==> config.mk <==
export PLATFORM = sky130hd
export DESIGN_NAME = hazard_unit_flat
export DESIGN_NICKNAME = d
export VERILOG_FILES = /design/src/rtl/hazard_pkg.sv /design/src/rtl/hazard_unit_if.sv /design/src/rtl/sat_counter.sv /design/src/rtl/hazard_unit.sv /design/src/flat_wrapper.sv
export SDC_FILE = /design/constraint.sdc
export NUM_CORES = 1
export LEC_CHECK = 0
export CAP_MARGIN = 25
export CORE_ASPECT_RATIO = 1.25
export CORE_MARGIN = 2
export CORE_UTILIZATION = 42
export CTS_CLUSTER_DIAMETER = 80
export DETAILED_ROUTE_END_ITERATION = 12
export GPL_TIMING_DRIVEN = 0
export PLACE_DENSITY = 0.89
export RECOVER_POWER = 50
export REMOVE_ABC_BUFFERS = 1
export SYNTH_ARGS = -nofsm -noshare
export SYNTH_HDL_FRONTEND = slang
export SYNTH_SLANG_ARGS = --single-unit
==> constraint.sdc <==
create_clock -name clk -period 2.7 [get_ports clk]
set_input_delay 0.54 -clock clk [delete_from_list [all_inputs] [get_ports clk]]
set_output_delay 0.54 -clock clk [all_outputs]
set_load 0.05 [all_outputs]
==> src/rtl/hazard_pkg.sv <==
// hazard_pkg: shared FSM states and D/E control-bundle layout for the hazard unit.
package hazard_pkg;
    typedef enum logic {RUN, MEM_WAIT} state_t;
    localparam int CTRL_W = 2;
    localparam int MEMTOREG_BIT = 0;
    localparam int REGWR_BIT = 1;
    localparam logic [CTRL_W-1:0] CTRL_NOP = '0;
    function automatic logic is_load_wr(input logic [CTRL_W-1:0] c);
        return c[MEMTOREG_BIT] & c[REGWR_BIT];
    endfunction
endpackage

==> src/rtl/hazard_unit_if.sv <==
// hazard_unit_if: pipeline-side fields in, stall/flush controls out of the hazard unit.
interface hazard_unit_if import hazard_pkg::*; #(
    parameter int REG_ADDR_W = 3,
    parameter int CNT_W = 16
);
    logic dec_valid;
    logic [REG_ADDR_W-1:0] dec_rs1;
    logic [REG_ADDR_W-1:0] dec_rs2;
    logic dec_uses_rs1;
    logic dec_uses_rs2;
    logic ex_mem_read;
    logic ex_reg_write;
    logic [REG_ADDR_W-1:0] ex_write_add;
    logic ex_branch_taken;
    logic mem_start;
    logic pc_stall;
    logic fd_stall;
    logic fd_flush;
    logic de_stall;
    logic de_flush;
    logic em_stall;
    logic mw_flush;
    logic mem_done;
    logic busy;
    logic [CNT_W-1:0] stall_cycles;
    modport master (
        output dec_valid, dec_rs1, dec_rs2, dec_uses_rs1, dec_uses_rs2,
               ex_mem_read, ex_reg_write, ex_write_add, ex_branch_taken, mem_start,
        input  pc_stall, fd_stall, fd_flush, de_stall, de_flush, em_stall,
               mw_flush, mem_done, busy, stall_cycles
    );
    modport slave (
        input  dec_valid, dec_rs1, dec_rs2, dec_uses_rs1, dec_uses_rs2,
               ex_mem_read, ex_reg_write, ex_write_add, ex_branch_taken, mem_start,
        output pc_stall, fd_stall, fd_flush, de_stall, de_flush, em_stall,
               mw_flush, mem_done, busy, stall_cycles
    );
endinterface

==> src/rtl/sat_counter.sv <==
// sat_counter: enable-driven up counter that sticks at all-ones.
module sat_counter #(
    parameter int WIDTH = 16
) (
    input  logic clk,
    input  logic rst,
    input  logic en,
    output logic [WIDTH-1:0] count
);
    always_ff @(posedge clk or posedge rst) begin
        if (rst) count <= '0;
        else if (en && count != '1) count <= count + 1'b1;
    end
endmodule

==> src/rtl/hazard_unit.sv <==
// hazard_unit: load-use bubbles, taken-branch flushes and multi-cycle memory stalls
// for the F/D, D/E, E/M and M/W buffers, plus a saturating stall-cycle counter.
module hazard_unit import hazard_pkg::*; #(
    parameter int REG_ADDR_W = 3,
    parameter int MEM_LAT = 2,
    parameter int CNT_W = 16
) (
    input logic clk,
    input logic rst,
    hazard_unit_if.slave bus
);
    generate
        if (MEM_LAT < 2) begin : g_bad_lat
            $error("hazard_unit: MEM_LAT must be >= 2");
        end
    endgenerate
    localparam int WCW = MEM_LAT > 2 ? $clog2(MEM_LAT - 1) : 1;
    state_t state, state_nx;
    logic [WCW-1:0] wcnt, wcnt_nx;
    logic ack, ack_nx;
    logic [CTRL_W-1:0] ex_ctrl;
    logic [REG_ADDR_W-1:0] rs1, rs2, wa;
    logic ms, br, dep, run, stall_all, branch, load_use, pc_stall;
    logic [CNT_W-1:0] cnt;
    assign rs1 = bus.dec_rs1;
    assign rs2 = bus.dec_rs2;
    assign wa = bus.ex_write_add;
    // Gating every input with rst makes all outputs decode to zero during reset.
    always_comb begin
        ex_ctrl = CTRL_NOP;
        ex_ctrl[MEMTOREG_BIT] = bus.ex_mem_read & ~rst;
        ex_ctrl[REGWR_BIT] = bus.ex_reg_write & ~rst;
    end
    assign ms = bus.mem_start & ~rst;
    assign br = bus.ex_branch_taken & ~rst;
    assign dep = ~rst & bus.dec_valid & is_load_wr(ex_ctrl)
               & ((bus.dec_uses_rs1 & (rs1 == wa)) | (bus.dec_uses_rs2 & (rs2 == wa)));
    assign run = state == RUN;
    assign stall_all = (run & ms & ~ack) | ~run;
    assign branch = ~stall_all & br;
    assign load_use = ~stall_all & ~br & dep;
    assign pc_stall = stall_all | load_use;
    assign bus.pc_stall = pc_stall;
    assign bus.fd_stall = pc_stall;
    assign bus.fd_flush = branch;
    assign bus.de_stall = stall_all;
    assign bus.de_flush = branch | load_use;
    assign bus.em_stall = stall_all;
    assign bus.mw_flush = stall_all;
    assign bus.mem_done = run & ack;
    assign bus.busy = ~run;
    assign bus.stall_cycles = cnt;
    always_ff @(posedge clk or posedge rst) begin
        if (rst) begin
            state <= RUN;
            wcnt <= '0;
            ack <= 1'b0;
        end else begin
            state <= state_nx;
            wcnt <= wcnt_nx;
            ack <= ack_nx;
        end
    end
    // ack marks the single RUN cycle where the finished M op is still present.
    always_comb begin
        state_nx = state;
        wcnt_nx = wcnt;
        ack_nx = 1'b0;
        if (run) begin
            state_nx = (ms & ~ack) ? MEM_WAIT : RUN;
            wcnt_nx = (ms & ~ack) ? WCW'(MEM_LAT - 2) : wcnt;
        end else if (wcnt == '0) begin
            state_nx = RUN;
            ack_nx = 1'b1;
        end else begin
            wcnt_nx = wcnt - 1'b1;
        end
    end
    sat_counter #(.WIDTH(CNT_W)) u_stall_cnt (
        .clk(clk),
        .rst(rst),
        .en(pc_stall),
        .count(cnt)
    );
endmodule

==> src/flat_wrapper.sv <==
// flat-port wrapper written by rule: the top's interface ports become plain ports
module hazard_unit_flat import hazard_pkg::*;
#(
    parameter int REG_ADDR_W = 3,
    parameter int MEM_LAT = 2,
    parameter int CNT_W = 16
)
  (clk, rst, bus_dec_valid, bus_dec_rs1, bus_dec_rs2, bus_dec_uses_rs1, bus_dec_uses_rs2, bus_ex_mem_read, bus_ex_reg_write, bus_ex_write_add, bus_ex_branch_taken, bus_mem_start, bus_pc_stall, bus_fd_stall, bus_fd_flush, bus_de_stall, bus_de_flush, bus_em_stall, bus_mw_flush, bus_mem_done, bus_busy, bus_stall_cycles);
  hazard_unit_if #(.REG_ADDR_W(REG_ADDR_W), .CNT_W(CNT_W)) bus_i ();
  input logic clk;
  input logic rst;
  input wire logic [$bits(bus_i.dec_valid)-1:0] bus_dec_valid;
  input wire logic [$bits(bus_i.dec_rs1)-1:0] bus_dec_rs1;
  input wire logic [$bits(bus_i.dec_rs2)-1:0] bus_dec_rs2;
  input wire logic [$bits(bus_i.dec_uses_rs1)-1:0] bus_dec_uses_rs1;
  input wire logic [$bits(bus_i.dec_uses_rs2)-1:0] bus_dec_uses_rs2;
  input wire logic [$bits(bus_i.ex_mem_read)-1:0] bus_ex_mem_read;
  input wire logic [$bits(bus_i.ex_reg_write)-1:0] bus_ex_reg_write;
  input wire logic [$bits(bus_i.ex_write_add)-1:0] bus_ex_write_add;
  input wire logic [$bits(bus_i.ex_branch_taken)-1:0] bus_ex_branch_taken;
  input wire logic [$bits(bus_i.mem_start)-1:0] bus_mem_start;
  output wire logic [$bits(bus_i.pc_stall)-1:0] bus_pc_stall;
  output wire logic [$bits(bus_i.fd_stall)-1:0] bus_fd_stall;
  output wire logic [$bits(bus_i.fd_flush)-1:0] bus_fd_flush;
  output wire logic [$bits(bus_i.de_stall)-1:0] bus_de_stall;
  output wire logic [$bits(bus_i.de_flush)-1:0] bus_de_flush;
  output wire logic [$bits(bus_i.em_stall)-1:0] bus_em_stall;
  output wire logic [$bits(bus_i.mw_flush)-1:0] bus_mw_flush;
  output wire logic [$bits(bus_i.mem_done)-1:0] bus_mem_done;
  output wire logic [$bits(bus_i.busy)-1:0] bus_busy;
  output wire logic [$bits(bus_i.stall_cycles)-1:0] bus_stall_cycles;
  assign bus_i.dec_valid = bus_dec_valid;
  assign bus_i.dec_rs1 = bus_dec_rs1;
  assign bus_i.dec_rs2 = bus_dec_rs2;
  assign bus_i.dec_uses_rs1 = bus_dec_uses_rs1;
  assign bus_i.dec_uses_rs2 = bus_dec_uses_rs2;
  assign bus_i.ex_mem_read = bus_ex_mem_read;
  assign bus_i.ex_reg_write = bus_ex_reg_write;
  assign bus_i.ex_write_add = bus_ex_write_add;
  assign bus_i.ex_branch_taken = bus_ex_branch_taken;
  assign bus_i.mem_start = bus_mem_start;
  assign bus_pc_stall = bus_i.pc_stall;
  assign bus_fd_stall = bus_i.fd_stall;
  assign bus_fd_flush = bus_i.fd_flush;
  assign bus_de_stall = bus_i.de_stall;
  assign bus_de_flush = bus_i.de_flush;
  assign bus_em_stall = bus_i.em_stall;
  assign bus_mw_flush = bus_i.mw_flush;
  assign bus_mem_done = bus_i.mem_done;
  assign bus_busy = bus_i.busy;
  assign bus_stall_cycles = bus_i.stall_cycles;
  hazard_unit #(.REG_ADDR_W(REG_ADDR_W), .MEM_LAT(MEM_LAT), .CNT_W(CNT_W)) u_core (.clk(clk), .rst(rst), .bus(bus_i));
endmodule
Yosys cells after proc, flatten, opt, wreduce, memory -nomap -nowiden:

Cells that the tools add are included.
W data, S select, Z words.

* flip-flop bits (word level): 19
* input port bits: 18
* output and inout port bits: 25

* equality and inequality tests: 3
* mux-type cells: 8
* $add $sub $neg: 2
* bitwise operators: 26
* reductions and logical operators: 2

Operators by type and width (count)
* $and A1 B1 Y1: 17
* $add A16 B1 Y16 const B: 1
* $ne A16 B16 Y1 const B: 1
* $mux W1: 8
* $eq A3 B3 Y1: 2
* $not A1 Y1: 5
* $or A1 B1 Y1: 4
* $reduce_bool A2 Y1: 1
* $logic_and A1 B1 Y1: 1
* $sub A1 B1 Y1 const B: 1

Longest topological paths before layout:

* word-level depth: 10
* mapped depth: 7
* gate-level depth less buffers: 6

By module:

Synthesis repeated with hierarchy kept, for this count alone.

* cell total of the unflattened synthesis: 95
* area total of the unflattened synthesis: 1032.2 µm²

By module, submodules not included
* sat_counter: cells each 71, area an instance 805.8 µm², times used 1
* hazard_unit: cells each 24, area an instance 226.5 µm², times used 1

Least setup slack after synthesis:

OpenSTA, ideal clock, no wires.

* path type: register -> output
* start point: register u_core.state (netlist: u_core.bus.busy)
* end point: output port bus_de_flush
* slack: -723 ps
* path buffers: 0
* arrival time: 2883 ps
* cell stages (with the launch flop): 3
* required time: 2160 ps
* cell sequence: dfrtp_1 nor4b_1 or2_2

RTL lines
* from (decl): RTL line hazard_unit.sv:18 `state_t state, state_nx;`
* from (signal assigned): RTL line hazard_unit.sv:59 `state <= state_nx;`
* $not A1 Y1: RTL line hazard_unit.sv:38 `assign run = state == RUN;`
* $and A1 B1 Y1 (2 in a row): RTL line hazard_unit.sv:39 `assign stall_all = (run & ms & ~ack) | ~run;`
* $or A1 B1 Y1 *: RTL line hazard_unit.sv:39
* $not A1 Y1 *: RTL line hazard_unit.sv:40 `assign branch = ~stall_all & br;`
* $and A1 B1 Y1 *: RTL line hazard_unit.sv:40
* via bus_fd_flush: RTL line flat_wrapper.sv:24 `output wire logic [$bits(bus_i.fd_flush)-1:0] bus_fd_flush;`
* $or A1 B1 Y1 *: RTL line hazard_unit.sv:47 `assign bus.de_flush = branch | load_use;`
* to (decl): RTL line flat_wrapper.sv:26 `output wire logic [$bits(bus_i.de_flush)-1:0] bus_de_flush;`

The timed path passes the listed nets; every way through them passes the cells marked *.

Final worst setup path:

* start point: input port bus_ex_branch_taken
* end point: output port bus_fd_stall

* word-level cells in the longest chain between the ends: 5

RTL lines
* from (decl): RTL line flat_wrapper.sv:20 `input wire logic [$bits(bus_i.ex_branch_taken)-1:0] bus_ex_branch_taken;`
* $and A1 B1 Y1: RTL line hazard_unit.sv:35 `assign br = bus.ex_branch_taken & ~rst;`
* $not A1 Y1: RTL line hazard_unit.sv:41 `assign load_use = ~stall_all & ~br & dep;`
* $and A1 B1 Y1 (2 in a row): RTL line hazard_unit.sv:41
* $or A1 B1 Y1: RTL line hazard_unit.sv:42 `assign pc_stall = stall_all | load_use;`
* to (decl): RTL line flat_wrapper.sv:23 `output wire logic [$bits(bus_i.fd_stall)-1:0] bus_fd_stall;`

Every way passes these cells.

==> metrics.txt <==
# TYPE chip_impl_metric gauge
chip_impl_metric{name="fin_cells",unit=""} 171
chip_impl_info{name="startpoint_type_of_the_worst_setup_path",value="primary input"} 1
chip_impl_metric{name="synth_top_area_share",unit=""} 0.427
chip_impl_metric{name="timing.hold.ws",unit="ns"} 0.507
chip_impl_metric{name="fp.dieArea",unit="µm²"} 2930
chip_impl_metric{name="initial_core_util",unit=""} 0.439
chip_impl_metric{name="worst_slew_pin_slew",unit="ns"} 0.978
chip_impl_info{name="yosysTopAreaCell",value="dfrtp_1"} 1
chip_impl_metric{name="grtUsageTotal",unit=""} 0.188
chip_impl_metric{name="fin_crit_sh",unit=""} 0.973
chip_impl_metric{name="final_layout_size_suffix_gt1_frac",unit=""} 0.130
chip_impl_metric{name="path_max_fanout",unit=""} 3
chip_impl_metric{name="leakage",unit="nW"} 0.611
chip_impl_info{name="post_synth_main_area_contributors",value="dfrtp_1, xnor2_1, o211ai_1"} 1
chip_impl_metric{name="area.growth.synth_to_final",unit="%"} 43.9
chip_impl_metric{name="gp_routability_congestion",unit=""} 0.738
chip_impl_metric{name="grt_max_degree",unit=""} 20
chip_impl_metric{name="core_region_area",unit="µm²"} 2400
chip_impl_metric{name="slew-limit-headroom",unit=""} 0.348
chip_impl_metric{name="sequential_to_total_area_share_from_yosys_stat",unit=""} 0.427
chip_impl_metric{name="port_buffers",unit=""} 42
chip_impl_metric{name="grt_antenna_before_repair",unit=""} 0
chip_impl_metric{name="grt_first_pass_wirelength",unit="µm"} 4250
chip_impl_metric{name="antenna_violating_nets_post_route",unit=""} 0
chip_impl_metric{name="detailed_place_hpwl",unit="µm"} 1910
chip_impl_metric{name="average_routed_wire_per_standard_cell",unit="µm"} 15.2
chip_impl_info{name="mostFrequentLayoutCell",value="clkdlybuf4s50_1"} 1
chip_impl_metric{name="clock_latency",unit="ns"} 0.29
chip_impl_metric{name="timing_max_transition_violations_final",unit=""} 0
chip_impl_metric{name="tritoncts_num_sinks",unit=""} 18
chip_impl_metric{name="fmaxAchievable",unit="GHz"} 0.381
chip_impl_metric{name="ctsHoldBuffers",unit=""} 0
chip_impl_metric{name="worst_ir_drop_vdd",unit="mV"} 0.734
chip_impl_metric{name="power_per_cell_area",unit="nW/µm²"} 640
chip_impl_metric{name="post_synth.cell_area_avg",unit="µm²"} 11.0
chip_impl_metric{name="finalWorstSetupSlack",unit="ns"} 0.0729
chip_impl_metric{name="crit_arrival",unit="ns"} 2.09
chip_impl_metric{name="place_ws",unit="ns"} -1.05
chip_impl_metric{name="yosysUniqueCellTypes",unit=""} 33
chip_impl_metric{name="worst_setup_hold_path_clk_slew",unit="ns"} 0.11
chip_impl_metric{name="die_width",unit="µm"} 48.8
chip_impl_info{name="endpoint_kind",value="output port"} 1
chip_impl_metric{name="critical_path_required",unit="ns"} 2.16
chip_impl_metric{name="hold_violations",unit=""} 0
chip_impl_metric{name="fp-row-count",unit=""} 20
chip_impl_metric{name="num-nets-final",unit=""} 158
chip_impl_info{name="layout_common_cells",value="clkdlybuf4s50_1, xnor2_1, dfrtp_1, dlygate4sd3_1, o211ai_1"} 1
chip_impl_metric{name="die-height",unit="µm"} 60.0
chip_impl_metric{name="layout_min_cycle_time",unit="ns"} 2.63
chip_impl_metric{name="detail_route.drc_violations",unit=""} 0
chip_impl_metric{name="num_antenna_cells",unit=""} 0
chip_impl_metric{name="r2r_slack",unit="ns"} 0.57
chip_impl_info{name="cts_root_buf",value="clkbuf_4"} 1
chip_impl_info{name="run_status",value="completed"} 1
chip_impl_metric{name="synth_seq_cells",unit=""} 18
chip_impl_info{name="hold_path_class",value="reg2reg"} 1
chip_impl_metric{name="syn_area",unit="µm²"} 1050
chip_impl_metric{name="skew",unit="ns"} 0.00406
chip_impl_metric{name="via_per_inst",unit=""} 5.43
chip_impl_metric{name="ios",unit=""} 43
chip_impl_metric{name="detail_route.first_pass.iterations",unit=""} 4
chip_impl_metric{name="dr_total_vias",unit=""} 928
chip_impl_metric{name="synth.yosys.warnings",unit=""} 0
chip_impl_metric{name="first_global_vias",unit=""} 889
chip_impl_metric{name="num_cts_buffers",unit=""} 3
chip_impl_info{name="tritoncts",value="yes"} 1
chip_impl_metric{name="grt_remaining_overflow",unit=""} 0
chip_impl_info{name="critical_path_class",value="in2out"} 1
chip_impl_metric{name="ctsLongestPathBuffers",unit=""} 2
chip_impl_metric{name="synthCells",unit=""} 96
chip_impl_metric{name="setup_viol",unit=""} 0
chip_impl_metric{name="placed_instance_count",unit=""} 165
chip_impl_metric{name="first_iter_violations",unit=""} 6
chip_impl_metric{name="max-cap-violations",unit=""} 0
chip_impl_metric{name="totalWireLength",unit="µm"} 2590
chip_impl_metric{name="ctsHtreeMaxLevel",unit=""} 1
chip_impl_info{name="rsz0062_at_grt",value="false"} 1
-- cells in the mapped netlist --
cell type / n
and2_1: 2
mux2_1: 2
or3_1: 1
nor3b_1: 1
a21oi_4: 1
o2111ai_1: 6
nand4b_1: 1
buf_4: 3
nand2b_1: 1
nor3_1: 1
o2111ai_2: 1
clkbuf_1: 1
and3_1: 4
mux2_2: 1
a21o_1: 1
nor4b_1: 1
inv_1: 1
buf_2: 1
nand3_1: 3
and4_1: 1
or4_4: 1
nand2_1: 4
nor2b_4: 1
o211ai_1: 7
o21ai_2: 1
nor2_1: 3
or2_2: 2
dfrtp_1: 18
nor2b_1: 1
xnor2_1: 19
nand4_1: 3
ha_1: 1
buf_6: 1
-- area by class of cell --
cell class                 count  area (µm²)
fill                         223         885
multi-input combinational     71         566
sequential                    18         450
timing repair buffer          44         419
tap                           33        41.3
clock buffer                   4        36.3
inverter                       1        5.00
-- per-stage QoR --
stage,util,instance area (µm²),setup TNS [ns],power (mW)
final,0.632,1520,0,0.971
after global routing,0.632,1520,0,1.01
after CTS,0.629,1510,0,0.980
after detailed placement,0.614,1470,-6.16,0.820
after global placement,0.614,1470,-5.70,0.811
after floorplan,-,1010,-4.77,0.657
-- worst paths after layout --
kind	start	end	cells past startpoint
min in group asynchronous	rst	u_core.u_stall_cnt.count[7]	3
worst min-delay path	u_core.u_stall_cnt.count[6]	u_core.u_stall_cnt.count[6]	1
worst max-delay path	bus_ex_branch_taken	bus_fd_stall	6
worst min register to register	u_core.u_stall_cnt.count[6]	u_core.u_stall_cnt.count[6]	1
worst max register to register	u_core.u_stall_cnt.count[0]	u_core.u_stall_cnt.count[1]	6
max in group asynchronous	rst	u_core.u_stall_cnt.count[9]	3
-- metal layers --
metal | global-route usage | share of wire | vias up
li1 | - | - | 434
met1 | 0.225 | 0.39 | 446
met2 | 0.325 | 0.51 | 44
met3 | 0.0450 | 0.086 | 4
met4 | 0.0857 | 0.015 | 0
met5 | 0 | 0 | -
-- registers in the layout, indices dropped and copies added, names as in the netlist --
signal and cells:
u_core.bus.busy 1, u_core.ack 1, u_core.u_stall_cnt.count 16
-- where the power goes --
group / switching (mW) / internal (mW)
Sequential: 0.0580 / 0.314
Combinational: 0.270 / 0.160
Clock: 0.0865 / 0.0822
-- worst max-delay path: stages --
cell             delay (ns)
clkdlybuf4s50_1        0.41
nand4b_1               0.19
or4_4                  0.44
a21oi_4                0.15
or2_2                  0.14
clkbuf_4               0.22
-- logic make-up (layout without fill, tap and decap cells) --
kind of cell,count (synthesis),in the layout,share of synthesized area
flip-flops,18,18,0.427
AO/OA/AOI/OAI,17,17,0.145
AND/OR/NAND/NOR,31,31,0.183
adder cells (fa/ha/maj),1,1,0.0119
multiplexers,3,3,0.0320
XOR/XNOR,19,19,0.158
buffers and inverters,7,49,0.0439
-- timing repair --
action / in CTS / in global routing
setup buffers: 2 / 0
endpoints found under the setup margin: 7 / 4
cloned: 0 / 0
hold endpoints to repair: 0 / 0
gates resized for setup: 21 / 4
No activity file was read; power rests on OpenSTA's default activity.
